===== src/rtl/gpio_param_writer.sv =====
// GPIO command decoder: synchronizes a strobe-toggled command word and
// assembles 16-bit halves into stored 32-bit parameters.
//   CLK, RST     : clock, synchronous active-high reset
//   GP_IN        : command word (async to CLK)
//   SET          : parameter-set ID this instance answers to
//   PARAMS_DATA  : stored parameters, word i at [i*32 +: 32]
//   ACK          : STROBE value of the last accepted command
//   WR_PULSE     : one-cycle pulse on each commit
//   WR_INDEX     : index of the last commit
//   ERR          : sticky protocol-error flag
module gpio_param_writer #(
  parameter int GPIO_WIDTH  = 32,
  parameter int PARAM_COUNT = 16
) (
  input  logic                              CLK,
  input  logic                              RST,
  input  logic [GPIO_WIDTH-1:0]             GP_IN,
  input  logic [3:0]                        SET,
  output logic [PARAM_COUNT*GPIO_WIDTH-1:0] PARAMS_DATA,
  output logic                              ACK,
  output logic                              WR_PULSE,
  output logic [3:0]                        WR_INDEX,
  output logic                              ERR
);

  localparam logic [0:0] S_IDLE     = 1'b0;
  localparam logic [0:0] S_LOW_HELD = 1'b1;

  logic [GPIO_WIDTH-1:0] q1_q, q2_q;
  logic                  strobe_prev_q;
  logic [0:0]            state_q, state_d;
  logic [15:0]           stage_data_q, stage_data_d;
  logic [3:0]            stage_idx_q, stage_idx_d;
  logic [PARAM_COUNT*GPIO_WIDTH-1:0] params_q, params_d;
  logic                  ack_q, ack_d;
  logic                  pulse_q, pulse_d;
  logic [3:0]            widx_q, widx_d;
  logic                  err_q, err_d;

  logic        strobe, high, clr, idx_ok, match, commit, new_err;
  logic [3:0]  set_f, idx;
  logic [15:0] data;
  logic        unused_bits;

  assign strobe = q2_q[31];
  assign high   = q2_q[30];
  assign clr    = q2_q[28];
  assign set_f  = q2_q[27:24];
  assign data   = q2_q[19:4];
  assign idx    = q2_q[3:0];

  assign unused_bits = ^{q2_q[29], q2_q[23:20]};

  assign idx_ok = {1'b0, idx} < 5'(PARAM_COUNT);

  // An event is any strobe edge seen at the synchronizer output.
  assign match = (strobe != strobe_prev_q) && (set_f == SET);

  always_comb begin
    state_d      = state_q;
    stage_data_d = stage_data_q;
    stage_idx_d  = stage_idx_q;
    params_d     = params_q;
    ack_d        = ack_q;
    pulse_d      = 1'b0;
    widx_d       = widx_q;
    err_d        = err_q;
    commit       = 1'b0;
    new_err      = 1'b0;

    if (match) begin
      ack_d = strobe;
      unique case (1'b1)
        (!high && !idx_ok): begin
          new_err = 1'b1;
          state_d = S_IDLE;
        end
        (!high && idx_ok): begin
          stage_data_d = data;
          stage_idx_d  = idx;
          state_d      = S_LOW_HELD;
        end
        high: begin
          commit  = (state_q == S_LOW_HELD) &&
                    (idx == stage_idx_q) && idx_ok;
          new_err = !commit;
          state_d = S_IDLE;
        end
        default: ;
      endcase

      // A new error in the same event wins over a clear.
      if (clr)     err_d = 1'b0;
      if (new_err) err_d = 1'b1;

      if (commit) begin
        pulse_d = 1'b1;
        widx_d  = idx;
      end
    end

    for (int i = 0; i < PARAM_COUNT; i++) begin
      if (commit && idx == 4'(i))
        params_d[i*GPIO_WIDTH +: GPIO_WIDTH] = {data, stage_data_q};
    end
  end

  always_ff @(posedge CLK) begin
    if (RST) begin
      q1_q          <= '0;
      q2_q          <= '0;
      strobe_prev_q <= 1'b0;
      state_q       <= S_IDLE;
      stage_data_q  <= '0;
      stage_idx_q   <= '0;
      params_q      <= '0;
      ack_q         <= 1'b0;
      pulse_q       <= 1'b0;
      widx_q        <= '0;
      err_q         <= 1'b0;
    end else begin
      q1_q          <= GP_IN;
      q2_q          <= q1_q;
      strobe_prev_q <= q2_q[31];
      state_q       <= state_d;
      stage_data_q  <= stage_data_d;
      stage_idx_q   <= stage_idx_d;
      params_q      <= params_d;
      ack_q         <= ack_d;
      pulse_q       <= pulse_d;
      widx_q        <= widx_d;
      err_q         <= err_d;
    end
  end

  assign PARAMS_DATA = params_q;
  assign ACK         = ack_q;
  assign WR_PULSE    = pulse_q;
  assign WR_INDEX    = widx_q;
  assign ERR         = err_q;

endmodule


===== config.mk =====
export PLATFORM = sky130hd
export DESIGN_NAME = gpio_param_writer
export DESIGN_NICKNAME = d
export VERILOG_FILES = /design/src/rtl/gpio_param_writer.sv
export SDC_FILE = /design/constraint.sdc
export NUM_CORES = 1
export LEC_CHECK = 0
export ABC_AREA = 1
export CAP_MARGIN = 30
export CELL_PAD_IN_SITES_DETAIL_PLACEMENT = 0
export CELL_PAD_IN_SITES_GLOBAL_PLACEMENT = 2
export CORE_MARGIN = 2
export CORE_UTILIZATION = 25
export CTS_CLUSTER_DIAMETER = 50
export CTS_CLUSTER_SIZE = 24
export DETAILED_ROUTE_END_ITERATION = 7
export PLACE_DENSITY = 0.81
export SLEW_MARGIN = 20
export SYNTH_ARGS = -nofsm -noshare
export SYNTH_HDL_FRONTEND = slang
export SYNTH_SLANG_ARGS = --single-unit

===== constraint.sdc =====
create_clock -name CLK -period 2 [get_ports CLK]
set_clock_uncertainty 0.05 [all_clocks]
set_input_delay 0.5 -clock CLK [delete_from_list [all_inputs] [get_ports CLK]]
set_output_delay 0.5 -clock CLK [all_outputs]
set_load 0.01 [all_outputs]

==> metrics.csv <==
stage,metric,value,unit
global_route,vias in the first global route,24950,
pwr,Final Power,0.03131,W
timing,Setup TNS,-0.005869,ns
synth,Yosys warnings,0,
timing,slew margin rel.,60.66,%
global_route,initial antenna violation count,18,
detailed_routing,total wire length,127.0,mm
critical_path,Crit path required time,2.54,ns
clocking,clock-pin transition on the worst setup and hold timing paths,0.06,ns
synth,"FFs w/ async S/R, synth",0,%
timing,Max Freq,0.4985,GHz
synth,Synth top cells by count,"inv_1, nand2_1, nor2_1",
critical_path,worst-path maximum fanout,8,
synth,synth top area cells,"dfxtp_1, inv_1, nand2_1, nand4_1, nor2_1",
clocking,CTS Sinks,595,
critical_path,Worst R2R Setup Slack,-0.006,ns
timing,Final Setup Violations,1,
synth,Synth Register Bits,595,
floorplanning,Initial Utilization,25.24,%
layout,share of cells above drive strength 1,15.73,%
synth,mean post-synth cell area,6.519,um^2
clocking,TritonCTS clock tree,done,
min_path,worst hold path depth,4,
critical_path,worst r2r src,q2_q[3],
critical_path,CP max-delay cell,dfxtp_4,
pwr,Sequential Power Share,38.1,%
detailed_routing,number of DRC markers in iteration 0,2369,
critical_path,Crit Path Class,flop to flop,
min_path,worst hold path startpoint,RST,
synth,sequential area share after synthesis,42.65,%
critical_path,crit path cell chain,inv_4 > nand2_2 > nand2_2 > nor2_2 > nand3_2 > nor2_4 > buf_12 > buf_16 > buf_6 > nand3_4 > clkbuf_16 > nand2_2 > inv_1 > nor2_1,
global_route,first-pass GRT wire length,174.2,mm
global_route,GR Util All Layers,20.54,%
place,number of port buffers,551,
pwr,pwr dens,758.3,nW/um^2
detailed_routing,post-DR wirelength/cell,19.62,um
floorplanning,core area,110700,um^2
detailed_routing,vias,27820,
timing,measured slew at the worst slew-check pin,0.5900,ns
pwr,leakage,20.89,nW
critical_path,most frequent CP cell,nand2_2,
synth,most common cell in the netlist,inv_1,
status,status,"complete, but fails checks",
floorplanning,Total Die Area,114400,um^2
detailed_routing,average vias per placed instance,4.299,
critical_path,Startpoint Class,flop,
floorplanning,# IOs,557,
pwr,Max IR drop VDD,642.9,uV
pwr,Internal Pwr Total,0.02368,W
synth,Netlist cell types,21,
synth,Cells after Synth,4284,
global_route,grt total ovfl,0,
status,failing checks,negative setup slack,
synth,cell taking the most area after synthesis,dfxtp_1,
critical_path,crit-path max cell delay,0.38,ns
place,GPL Wtd Cong,0.7689,
layout,area grow syn2layout,47.85,%
global_route,maximum number of pins on one net before global-route repair,65,
place,post-DP HPWL,80.75,mm
critical_path,"Largest delay share family, worst path",simple AND/OR/NAND/NOR gates,
min_path,worst hold path type,input pin to flop,
clocking,H-tree lvl count,3,
floorplanning,FP Rows,122,
synth,Post-Syn Nets,4322,
clocking,Root Driver,clkbuf_16,
critical_path,CP Capture Type,flop,
place,DP Worst Slack,-0.5563,ns
pwr,Switch Pwr,0.007634,W
synth,Synth top area share,42.65,%
detailed_routing,first drt pass iteration count,5,
timing,final hold violation count,0,
synth,"Primary FF master, synth",dfxtp_1,
clocking,CTS Hold Bufs,0,
timing,worst hold slack,0.2305,ns
critical_path,Crit Reg-Reg Endpoint,PARAMS_DATA[441],
clocking,Worst-Skew Late Latency,0.66,ns
layout,Fill cells,11880,
timing,RSZ-0062 raised after global routing,true,
min_path,worst hold path endpoint,PARAMS_DATA[252],
clocking,Num CTS Buffers,97,
run,max cap viols,0,
floorplanning,Die Y,338.2,um
timing,final worst slack,-0.005869,ns
critical_path,Buf/Inv on CP,6,
layout,fin nets,4933,
pwr,Clk network pwr share,57.8,%
critical_path,Worst EP arrival,2.55,ns
timing,minimum clock period,2.006,ns
floorplanning,DIE WIDTH,338.2,um
detailed_routing,Residual DRC,0,
detailed_routing,Final ANT Viol Nets,0,
place,placed insts,6217,
pwr,Sw Ratio,24.38,%
synth,number of synthesized flops with an enable pin,0,
clocking,Bufs on Longest Clock Path,3,
pwr,Logic pwr share,4.1,%
synth,Post-Syn Area,27930,um^2
timing,fin crit share,100.3,%
layout,Non-Filler Instances,6472,
timing,fin. max-slew vios,0,
critical_path,reg2reg path depth,14,
[worst max path at each step]
stage | startpoint | end | slack (ns) | depth (start not counted)
floorplan | SET[3] | PARAMS_DATA[228] | 0.09 | 9
global placement | SET[3] | stage_data_q[13] | -0.54 | 9
detailed placement | SET[3] | PARAMS_DATA[61] | -0.56 | 11
CTS | q2_q[3] | PARAMS_DATA[321] | 0.0008 | 13
global route | q2_q[3] | PARAMS_DATA[439] | -0.1 | 14
finish | q2_q[3] | PARAMS_DATA[441] | -0.006 | 14
[registers in the layout, indices dropped and copies added (netlist names)]
name	cells
ACK	1
strobe_prev_q	1
q2_q	27
ERR	1
PARAMS_DATA	512
WR_PULSE	1
stage_idx_q	4
state_q	1
stage_data_q	16
WR_INDEX	4
q1_q	27
[cell type report]
type                            count  area (um^2)  share of cell area, %
Sequential cell                   595        11980                  29.01
Multi-Input combinational cell   2250        10720                  25.96
Timing Repair Buffer              827         8980                  21.75
Inverter                         1124         4229                  10.24
Clock buffer                      113         2619                  6.342
Tap cell                         1488         1862                  4.509
Clock inverter                     69        889.6                  2.154
Antenna cell                        6        15.01                0.03636
[through the flow]
stage	area, um^2	utilization [%]
finish	41290	37.31
global route	41280	37.30
CTS	39540	35.72
detailed placement	36420	32.91
global placement	36420	32.91
floorplan	27930	-
[cell usage in the layout, fill, tap and decap left out, drive strengths merged]
cell           netlist  routed
a21oi                3       3
buf                194     252
bufinv               0      14
clkbuf             121     138
clkdlybuf4s50        0      31
clkinv               0      26
clkinvlp             0      13
dfxtp              595     595
diode                0       6
dlygate4sd2          0     519
inv               1124    1140
nand2             1045    1045
nand3               19      19
nand4              512     512
nor2               639     639
o21ai               28      28
xnor2                4       4
[routing by layer]
layer | share of wire (%) | global-route usage (%) | vias up
met3 | 6.9 | 3.863 | 157
met5 | 0.010 | 0 | -
li1 | - | - | 13940
met1 | 46 | 28.98 | 12680
met2 | 45 | 31.97 | 1050
met4 | 2.3 | 5.199 | 2
[worst min-delay path: stages]
cell and delay, ns:
buf_2 0.14, inv_8 0.11, nand2_1 0.10, nor2_1 0.03
[kinds of logic after synthesis]
group | count (synthesis) | share of synthesized area (%)
simple gates | 2215 | 34.96
xor+xnor | 4 | 0.1254
compound gates | 31 | 0.5555
flops | 595 | 42.65
buf+inv | 1439 | 21.71
[timing repair]
item	4_1_cts	5_1_grt
resized for setup	574	290
gates cloned	4	32
buffers inserted	3	33
setup endpoints to repair	1002	511
pin swaps	1	150
[power groups by stage]
| stage | sequential (W) | clock (W) | combinational, W |
|---|---|---|---|
| 2_1_floorplan | 0.0122 | 0 | 0.000613 |
| 3_3_place_gp | 0.0122 | 0 | 0.00128 |
| 3_5_place_dp | 0.0122 | 0 | 0.00128 |
| 4_1_cts | 0.0119 | 0.0185 | 0.00128 |
| 5_1_grt | 0.0119 | 0.0190 | 0.00138 |
| 6_report | 0.0119 | 0.0181 | 0.00128 |
No activity file was read; power rests on OpenSTA's default activity.
